## src/rtl/mem_arbiter.sv

```systemverilog
// mem_arbiter: shares one single-port memory between an instruction and a data requester
module mem_arbiter #(
    parameter int AW       = 10,
    parameter int DW       = 32,
    parameter int MAX_WAIT = 2
) (
    input  logic          CLK,
    input  logic          RSTn,
    input  logic          i_req,
    input  logic [AW-1:0] i_addr,
    output logic          i_gnt,
    output logic          i_rvalid,
    output logic [DW-1:0] i_rdata,
    input  logic          d_req,
    input  logic          d_we,
    input  logic [AW-1:0] d_addr,
    input  logic [DW-1:0] d_wdata,
    output logic          d_gnt,
    output logic          d_rvalid,
    output logic [DW-1:0] d_rdata,
    output logic          m_en,
    output logic          m_we,
    output logic [AW-1:0] m_addr,
    output logic [DW-1:0] m_wdata,
    input  logic [DW-1:0] m_rdata
);
    typedef enum logic [1:0] {TAG_NONE, TAG_INSTR, TAG_DATA} tag_t;
    localparam logic [3:0] MW = 4'(MAX_WAIT);
    logic [3:0] wait_cnt_q, wait_cnt_d;
    tag_t       tag_q, tag_d;
    logic       i_win;
    // Data wins contention until the instruction side has waited MAX_WAIT cycles; reset masks all grants
    always_comb begin
        i_win      = wait_cnt_q == MW;
        i_gnt      = RSTn & i_req & (~d_req | i_win);
        d_gnt      = RSTn & d_req & ~(i_req & i_win);
        m_en       = i_gnt | d_gnt;
        m_we       = d_gnt & d_we;
        m_addr     = i_gnt ? i_addr : d_gnt ? d_addr : '0;
        m_wdata    = d_gnt ? d_wdata : '0;
        wait_cnt_d = (i_req & ~i_gnt) ? (i_win ? wait_cnt_q : wait_cnt_q + 4'd1) : 4'd0;
        tag_d      = i_gnt ? TAG_INSTR : (d_gnt & ~d_we) ? TAG_DATA : TAG_NONE;
        i_rvalid   = tag_q == TAG_INSTR;
        d_rvalid   = tag_q == TAG_DATA;
        i_rdata    = i_rvalid ? m_rdata : '0;
        d_rdata    = d_rvalid ? m_rdata : '0;
    end
    // Starvation counter and the tag that routes next cycle's read data
    always_ff @(posedge CLK or negedge RSTn) begin
        if (!RSTn) begin
            wait_cnt_q <= 4'd0;
            tag_q      <= TAG_NONE;
        end else begin
            wait_cnt_q <= wait_cnt_d;
            tag_q      <= tag_d;
        end
    end
endmodule

```

## config.mk

```make
export PLATFORM = sky130hd
export DESIGN_NAME = mem_arbiter
export DESIGN_NICKNAME = d
export VERILOG_FILES = /design/src/rtl/mem_arbiter.sv
export SDC_FILE = /design/constraint.sdc
export NUM_CORES = 1
export LEC_CHECK = 0
export CORE_MARGIN = 4
export CORE_UTILIZATION = 21
export DETAILED_ROUTE_END_ITERATION = 6
export PLACE_DENSITY = 0.88
export SYNTH_ARGS = -nofsm -noshare
export SYNTH_HDL_FRONTEND = slang
export SYNTH_SLANG_ARGS = --single-unit
```

## constraint.sdc

```tcl
create_clock -name CLK -period 1.85 [get_ports CLK]
set_input_delay 0.2775 -clock CLK [delete_from_list [all_inputs] [get_ports CLK]]
set_output_delay 0.2775 -clock CLK [all_outputs]
set_load 0.01 [all_outputs]
```

==> run metrics <==
fmax=0.469 GHz; Syn Area/Cell=7.16 um2; Lkg Pwr=2.01 nW; Setup crit start=wait_cnt_q[0]$_DFFE_PN0P_; GRT overflow=0; Yosys cell types=25; CP max FO=7; Worst Reg2Reg Path Length in Cells=8; fin area=0.00379 mm2; Final Critical Period=2.13 ns; Initial DRT Pass Iterations=4; Post-Place Cells=430; Tot GR Track Use=21.9%; Primary FF master, synth=dfrtp_1; FP Rows=26; status=finished, violations left; CP Capture Type=primary output; Fin Clk Skew=0.00353 ns; Tightest Pin Transition=0.366 ns; first-pass GRT wire length=10,900 um; nets=483; CP Launch Type=flip-flop; final hold vios=0; most frequent cells in the layout=clkdlybuf4s50_1 (88), and2_1 (65), dlygate4sd2_1 (65), buf_6 (53), and2_4 (32); layout cells sized above 1=35.1%; number of global-route vias before repair=2,170; Critical Path RT=1.57 ns; Final Cycle Share=115%; input/output buffers=200; htree depth=1; Synth Instances=153; R2R Setup Slk=0.13 ns; Pwr Total=1.29 mW; placed inst area=0.00330 mm2; Post-synth EDFFs=0; Final Slew Violations=0; DR vias/cell=4.47; initial antenna violation count=0; die height=80.2 um; drt wl/cell=17.7 um; Layout Cells excl Fill=460; warnings from Yosys=0; Power Density=341 mW/mm2; sequential share of the synthesized area=13.7%; reg2reg start=wait_cnt_q[0]$_DFFE_PN0P_; Arr. time, crit path=1.86 ns; max cap viols=0; clk_lat worst skew=0.23 ns; hpwl dp=5330 um; Starting Density=21.6%; DRT iter0 DRCs=41; clk slew on worst S/H paths=0.04 ns; full die area=0.00643 mm2; aggregate routed wire length=8150 um; worst slack, placed=-0.472 ns; Routability Congestion=0.834; post-route ant nets=0; hold buffers post-CTS=0; Chip Width=80.2 um; Core Box Area=0.00507 mm2; R2R Path End=wait_cnt_q[0]$_DFFE_PN0P_; vias=2,055; final worst setup slack=-0.284 ns; worst hold margin=0.412 ns; Max-slew headroom=75.3%; fillers=387; P&R area growth vs syn=246%; worst hold path type=in2async; worst setup path endpoint=m_addr[5]; ANT cells=0; Root Driver=clkbuf_8; synthesized area=0.00109 mm2; Yosys reg bits=6; I/O pin total=201; failing checks=negative setup slack; Crit Path Class=reg2out; CTS Buf Count=3; TritonCTS clock tree=yes; final setup fails=46; Max VDD drop=0.249 mV; commonest non-fill, non-tap cell in the layout=clkdlybuf4s50_1; Clock Sinks=6; RSZ-0062 raised after global routing=yes; share of flip-flops with an asynchronous set or reset=100%; # DRC=0; worst-case clock buffer depth=2; Synthesized Nets=244; largest net degree at the start of global routing=14
==> how the worst min path moves through the flow <==
| stage | depth (start not counted) | slack [ns] | from | to |
|---|---|---|---|---|
| after floorplan | 0 | -0.02 | RSTn | tag_q[0]$_DFF_PN0_ |
| after global placement | 2 | 0.64 | RSTn | wait_cnt_q[3]$_DFFE_PN0P_ |
| after detailed placement | 2 | 0.65 | RSTn | wait_cnt_q[3]$_DFFE_PN0P_ |
| after CTS | 2 | 0.41 | RSTn | wait_cnt_q[3]$_DFFE_PN0P_ |
| after global routing | 2 | 0.44 | RSTn | wait_cnt_q[3]$_DFFE_PN0P_ |
| final | 2 | 0.41 | RSTn | wait_cnt_q[3]$_DFFE_PN0P_ |
==> stage by stage <==
| step | setup TNS [ns] | utilization, % |
|---|---|---|
| 6_report | -9.75 | 74.7 |
| 5_1_grt | -11.30 | 74.7 |
| 4_1_cts | -7.50 | 72.3 |
| 3_5_place_dp | -16.21 | 65.0 |
| 3_3_place_gp | -15.37 | 65.0 |
| 2_1_floorplan | 0 | - |
==> report_power, final <==
group	internal, mW	switching, mW	leakage, nW
Combinational	0.591	0.339	1.91
Clock	0.141	0.0653	0.0216
Sequential	0.145	0.0124	0.0808
Total	0.876	0.416	2.01
==> critical path: stages, from the launching register on <==
cell,delay (ns)
dfrtp_1,0.38
inv_2,0.08
ha_4,0.13
or3b_4,0.39
a21oi_4,0.19
buf_6,0.16
a22o_1,0.15
buf_2,0.14
==> flip-flops by register name, summed over array words and instances (netlist names) <==
signal and cells:
wait_cnt_q 4, tag_q 2
==> synthesized netlist by cell type, types with 2 or more instances <==
library cell / instances / area, um2
a21oi_2: 2 / 17.5
a22o_1: 10 / 87.6
inv_1: 2 / 7.51
nor3_1: 2 / 10.0
and2_1: 97 / 607
dfrtp_1: 6 / 150
nand2_1: 2 / 7.51
nand3_1: 2 / 10.0
nand4_1: 2 / 12.5
ha_1: 2 / 25.0
clkbuf_1: 9 / 33.8
nor2b_1: 3 / 18.8
buf_2: 2 / 10.0
==> layout make-up <==
| type | count | area [um2] | share of cell area, % |
|---|---|---|---|
| Inverter | 2 | 7.51 | 0.198 |
| Sequential cell | 6 | 150 | 3.96 |
| Clock buffer | 3 | 41.3 | 1.09 |
| Multi-Input combinational cell | 133 | 1010 | 26.8 |
| Timing Repair Buffer | 246 | 2490 | 65.7 |
| Tap cell | 70 | 87.6 | 2.31 |
==> cell families after synthesis <==
kind of cell / after synthesis / synth area share (%)
fa+ha+maj: 2 / 2.29
buf+inv: 14 / 5.71
xor+xnor: 2 / 1.60
flops: 6 / 13.7
simple gates: 114 / 65.1
compound gates: 15 / 11.5
==> what timing repair did <==
action | 4_1_cts | 5_1_grt
endpoints found under the setup margin | 110 | 47
cloned | 9 | 0
gates resized for setup | 328 | 34
pin swaps | 34 | 19
setup buffers | 16 | 4
==> metal layers <==
metal | track usage, % | part of all wire, % | routed length [um] | vias to the layer above
met4 | 10.8 | 3.2 | 264 | 0
met2 | 43.1 | 54 | 4390 | 151
met5 | 0 | 0 | 0 | -
li1 | - | - | - | 970
met1 | 20.1 | 33 | 2700 | 912
met3 | 6.28 | 9.7 | 794 | 22
Note: power is estimated with default switching activity, not from simulation.
